$ cat src/rtl/irrigation_minute_timer.sv
// rtl/irrigation_minute_timer.sv - BCD minute countdown driving an irrigation valve
//
// Counts a loaded BCD duration (00-99 minutes) down once per rising edge of
// carry_in, holding the valve on while counting and pulsing done on expiry.
//
// Ports:
//   clk        system clock, rising edge
//   clear      asynchronous active-low reset
//   carry_in   minute carry level from the tens-of-seconds stage
//   start      load dur_tens/dur_units and begin (IDLE only)
//   abort      cancel irrigation (RUN only)
//   dur_tens   BCD tens digit of the duration
//   dur_units  BCD units digit of the duration
//   rem_tens   BCD tens digit of the remaining minutes
//   rem_units  BCD units digit of the remaining minutes
//   valve      valve drive, high in RUN
//   busy       high in RUN and FINISH
//   done       one-cycle pulse on normal expiry
//   err        sticky invalid-load flag
module irrigation_minute_timer #(
   parameter int MAX_TENS = 9
) (
   input  logic       clk,
   input  logic       clear,
   input  logic       carry_in,
   input  logic       start,
   input  logic       abort,
   input  logic [3:0] dur_tens,
   input  logic [3:0] dur_units,
   output logic [3:0] rem_tens,
   output logic [3:0] rem_units,
   output logic       valve,
   output logic       busy,
   output logic       done,
   output logic       err
);

   localparam logic [3:0] MAX_TENS_L = MAX_TENS[3:0];

   typedef enum logic [1:0] {
      IDLE   = 2'd0,
      RUN    = 2'd1,
      FINISH = 2'd2
   } state_t;

   state_t state;
   logic   carry_q;
   logic   tick;
   logic   load_bad;
   logic   load_zero;
   logic   last_minute;

   // carry_q resets high so a carry level already present at reset release
   // is not mistaken for a fresh minute.
   assign tick        = carry_in & ~carry_q;
   assign load_bad    = (dur_tens > 4'd9) || (dur_units > 4'd9) || (dur_tens > MAX_TENS_L);
   assign load_zero   = (dur_tens == 4'd0) && (dur_units == 4'd0);
   // 01 (or a defensive 00) finishes on this tick instead of wrapping.
   assign last_minute = (rem_tens == 4'd0) && (rem_units <= 4'd1);

   always_ff @(posedge clk or negedge clear) begin
      if (!clear) begin
         state     <= IDLE;
         carry_q   <= 1'b1;
         rem_tens  <= 4'd0;
         rem_units <= 4'd0;
         valve     <= 1'b0;
         busy      <= 1'b0;
         done      <= 1'b0;
         err       <= 1'b0;
      end else begin
         carry_q <= carry_in;
         done    <= 1'b0;
         case (state)
            IDLE: begin
               valve <= 1'b0;
               busy  <= 1'b0;
               if (start) begin
                  if (load_bad) begin
                     err <= 1'b1;
                  end else if (load_zero) begin
                     err       <= 1'b0;
                     rem_tens  <= 4'd0;
                     rem_units <= 4'd0;
                     state     <= FINISH;
                     busy      <= 1'b1;
                     done      <= 1'b1;
                  end else begin
                     err       <= 1'b0;
                     rem_tens  <= dur_tens;
                     rem_units <= dur_units;
                     state     <= RUN;
                     valve     <= 1'b1;
                     busy      <= 1'b1;
                  end
               end
            end
            RUN: begin
               if (abort) begin
                  rem_tens  <= 4'd0;
                  rem_units <= 4'd0;
                  state     <= IDLE;
                  valve     <= 1'b0;
                  busy      <= 1'b0;
               end else if (tick) begin
                  if (last_minute) begin
                     rem_tens  <= 4'd0;
                     rem_units <= 4'd0;
                     state     <= FINISH;
                     valve     <= 1'b0;
                     done      <= 1'b1;
                  end else if (rem_units != 4'd0) begin
                     rem_units <= rem_units - 4'd1;
                  end else begin
                     rem_units <= 4'd9;
                     rem_tens  <= rem_tens - 4'd1;
                  end
               end
            end
            FINISH: begin
               state <= IDLE;
               valve <= 1'b0;
               busy  <= 1'b0;
            end
            default: begin
               state <= IDLE;
               valve <= 1'b0;
               busy  <= 1'b0;
            end
         endcase
      end
   end

endmodule

$ cat config.mk
export PLATFORM = sky130hd
export DESIGN_NAME = irrigation_minute_timer
export DESIGN_NICKNAME = d
export VERILOG_FILES = /design/src/rtl/irrigation_minute_timer.sv
export SDC_FILE = /design/constraint.sdc
export NUM_CORES = 1
export LEC_CHECK = 0
export BUFFER_PORTS_ARGS = -buffer_cell sky130_fd_sc_hd__buf_2
export CAP_MARGIN = 15
export CORE_MARGIN = 2
export CORE_UTILIZATION = 46
export CTS_BUF_LIST = sky130_fd_sc_hd__clkbuf_8
export DETAILED_ROUTE_END_ITERATION = 16
export GPL_ROUTABILITY_DRIVEN = 0
export GPL_TIMING_DRIVEN = 0
export PLACE_DENSITY = 0.72
export SYNTH_ARGS = -nofsm -noshare
export SYNTH_HDL_FRONTEND = slang
export SYNTH_SLANG_ARGS = --single-unit
$ cat constraint.sdc
create_clock -name clk -period 2.7 [get_ports clk]
set_clock_uncertainty 0.2 [all_clocks]
set_input_delay 0.27 -clock clk [delete_from_list [all_inputs] [get_ports clk]]
set_output_delay 0.27 -clock clk [all_outputs]
set_load 0.03 [all_outputs]
==> run summary <==
synth top area cells -> dfrtp_1 39%, inv_1 4.6%, a222oi_1 3.4%
fin crit period -> 2.03 ns
Clock Latency Late Sink -> 0.24 ns
asr flop ratio synth -> 100%
die width -> 48.1 um
first-pass GRT wire length -> 3310 um
Ant. Diodes -> 0
CP Data Required Time -> 2.61 ns
final setup vio count -> 0
slew margin rel. -> 61.1%
Peak supply drop -> 0.000458 V
pre-CTS setup slack -> 0.688 ns
share of cells above drive strength 1 -> 33.1%
Remaining Overflow, GRT -> 0
Flop pwr share -> 37.3%
most common cell in the netlist -> dfrtp_1
worst hold-check path type -> in -> reg
initial antenna violation count -> 0
Synth Cell Area -> 896 um^2
PnR worst setup slack -> 0.674 ns
Int Power -> 0.522 mW
Layout Nets -> 137
clock-pin slew on the worst setup and hold paths -> 0.06 ns
Avg Inst Size Synth -> 9.84 um^2
Port Buffers -> 24
Final Hold Vio Count -> 0
Psw -> 0.408 mW
via count -> 853
Fin Setup TNS -> 0 ns
sequential area share after synthesis -> 42.0%
antenna-violating nets left -> 0
status -> finished clean
Pre-antenna DRT Iters -> 4
cell taking the most area after synthesis -> dfrtp_1
synth cell count leaders -> 14 x dfrtp_1, 11 x inv_1, 5 x a21oi_1, 5 x nand2_1
io pins -> 25
DR DRC count -> 0
fin crit share -> 75.0%
DRT Wirelength -> 2090 um
vias in the first global route -> 810
row count -> 15
WS Path Type -> reg -> reg
Crit Path Max Fanout -> 10
Switching Fraction -> 43.9%
Main synth FF type -> dfrtp_1
clock buffer depth -> 2
initial core utilization -> 50.2%
setup bufs post-CTS -> 0
Die ar. -> 2320 um^2
via/cell ratio -> 5.84
pwr/cell area -> 835 nW/um^2
Clock Root Buffer -> clkbuf_8
Area Overhead vs Synth -> 24.3%
CTS Sinks -> 15
Worst Max-Slew Pin Slew -> 0.579 ns
Highest Clock Rate -> 494 MHz
htree depth -> 1
CP Launch Type -> register
Layout fillers -> 162
number of synthesized flops with an enable pin -> 0
Iteration-0 DRC Markers -> 21
count of cell types in the netlist -> 33
Synth Warn # -> 0
Die H -> 48.1 um
clock power share -> 19.2%
max cap viols -> 0
Final HPWL DP -> 1590 um
Net Count, Synth -> 106
clock tree from TritonCTS -> built
Final Max Tran Viols -> 0
Cells after Synth -> 91
Leak Pwr -> 0.508 nW
Arr. time, crit path -> 1.94 ns
pin count of the biggest net entering global routing -> 16
CP Capture Type -> register
combinational share of power -> 43.5%
share of the synthesized area in the top cell type -> 39.1%
RSZ-0062 raised after global routing -> no
Synth Register Bits -> 15
total core area -> 1780 um^2
gr usage total -> 21.2%
total CTS buffers -> 3
WL per Instance -> 14.3 um
## state kept, by name, summed over array words and instances (netlist names)
register and count:
busy 1, carry_q 1, done 1, err 1
rem_tens 4, rem_units 4, state 2, valve 1
## power groups by stage
stage                     clock network, mW  registers (mW)  logic, mW
after floorplan                           0           0.439      0.198
after global placement                    0           0.348      0.396
after detailed placement                  0           0.351      0.401
final                                 0.179           0.346      0.405
after CTS                             0.183           0.346      0.406
after global routing                  0.194           0.356      0.439
## cell usage in the layout, fill, tap and decap left out, types with 2 or more instances in the layout
cell and n:
ha_1 2, a31o_1 2, dfrtp_1 14, o22ai_1 3, a22oi_1 3, a22o_1 3
o22a_1 2, nand2_1 5, nand3_1 4, a21oi_1 5, nor2_1 4, buf_2 26
dlygate4sd3_1 2, clkbuf_8 3, a211oi_2 2, o21ai_0 4, nor4_1 3, a211oi_1 3
inv_1 11, a222oi_1 3, nor3_1 2
## metrics by stage
stage / cell area, um^2 / util, % / hold WS (ns) / power [mW] / instances
after floorplan: 896 / - / -0.226 / 0.637 / 91
after global placement: 1050 / 58.7 / -0.00535 / 0.744 / 140
after detailed placement: 1050 / 58.7 / -0.00488 / 0.752 / 140
after CTS: 1110 / 62.5 / 0.163 / 0.935 / 146
after global routing: 1110 / 62.5 / 0.190 / 0.989 / 146
final: 1110 / 62.5 / 0.168 / 0.930 / 146
## final cells by class
| class | count | area [um^2] | share of cell area (%) |
|---|---|---|---|
| flip-flops and latches | 15 | 377 | 33.8 |
| clock inverters | 1 | 5.00 | 0.449 |
| plain buffers | 3 | 21.3 | 1.91 |
| multi-input cells | 62 | 457 | 41.0 |
| well taps | 25 | 31.3 | 2.81 |
| repair buffers | 26 | 140 | 12.6 |
| inverters | 11 | 41.3 | 3.71 |
| clock buffers | 3 | 41.3 | 3.71 |
## layer usage
layer / track usage, % / wire length (um)
met1: 29.2 / 944
met2: 32.5 / 1010
met3: 3.33 / 121
met4: 10.3 / 22
met5: 0 / 0
## final timing paths
kind | from | to | slack [ns] | cells past startpoint
worst max-delay path | rem_tens[0] | rem_tens[2] | 0.67 | 6
worst min-delay path | abort | busy | 0.17 | 4
worst max register to register | rem_tens[0] | rem_tens[2] | 0.67 | 6
worst min register to register | busy | busy | 0.28 | 2
max in group asynchronous | clear | carry_q | 1.74 | 2
min in group asynchronous | clear | done | 0.26 | 2
## cells by family (layout without fill, tap and decap cells)
group / count (synthesis) / count (layout) / share of synthesized area, %
flip-flops: 15 / 15 / 42.0
adder cells (fa/ha/maj): 2 / 2 / 2.79
AO/OA/AOI/OAI: 34 / 34 / 30.3
buffers and inverters: 14 / 44 / 6.98
AND/OR/NAND/NOR: 26 / 26 / 17.9
## what timing repair did
action	in CTS	in global routing
setup endpoints to repair	0	0
gates resized for setup	0	0
hold endpoints to repair	15	0
hold buffers	2	0
## worst max-delay path: stages (launching register included)
cell      delay (ns)
dfrtp_1         0.42
inv_1           0.10
ha_1            0.15
nor4b_2         0.43
a21oi_4         0.18
a222oi_1        0.34
a211oi_2        0.08
(Power assumes the default switching activity.)
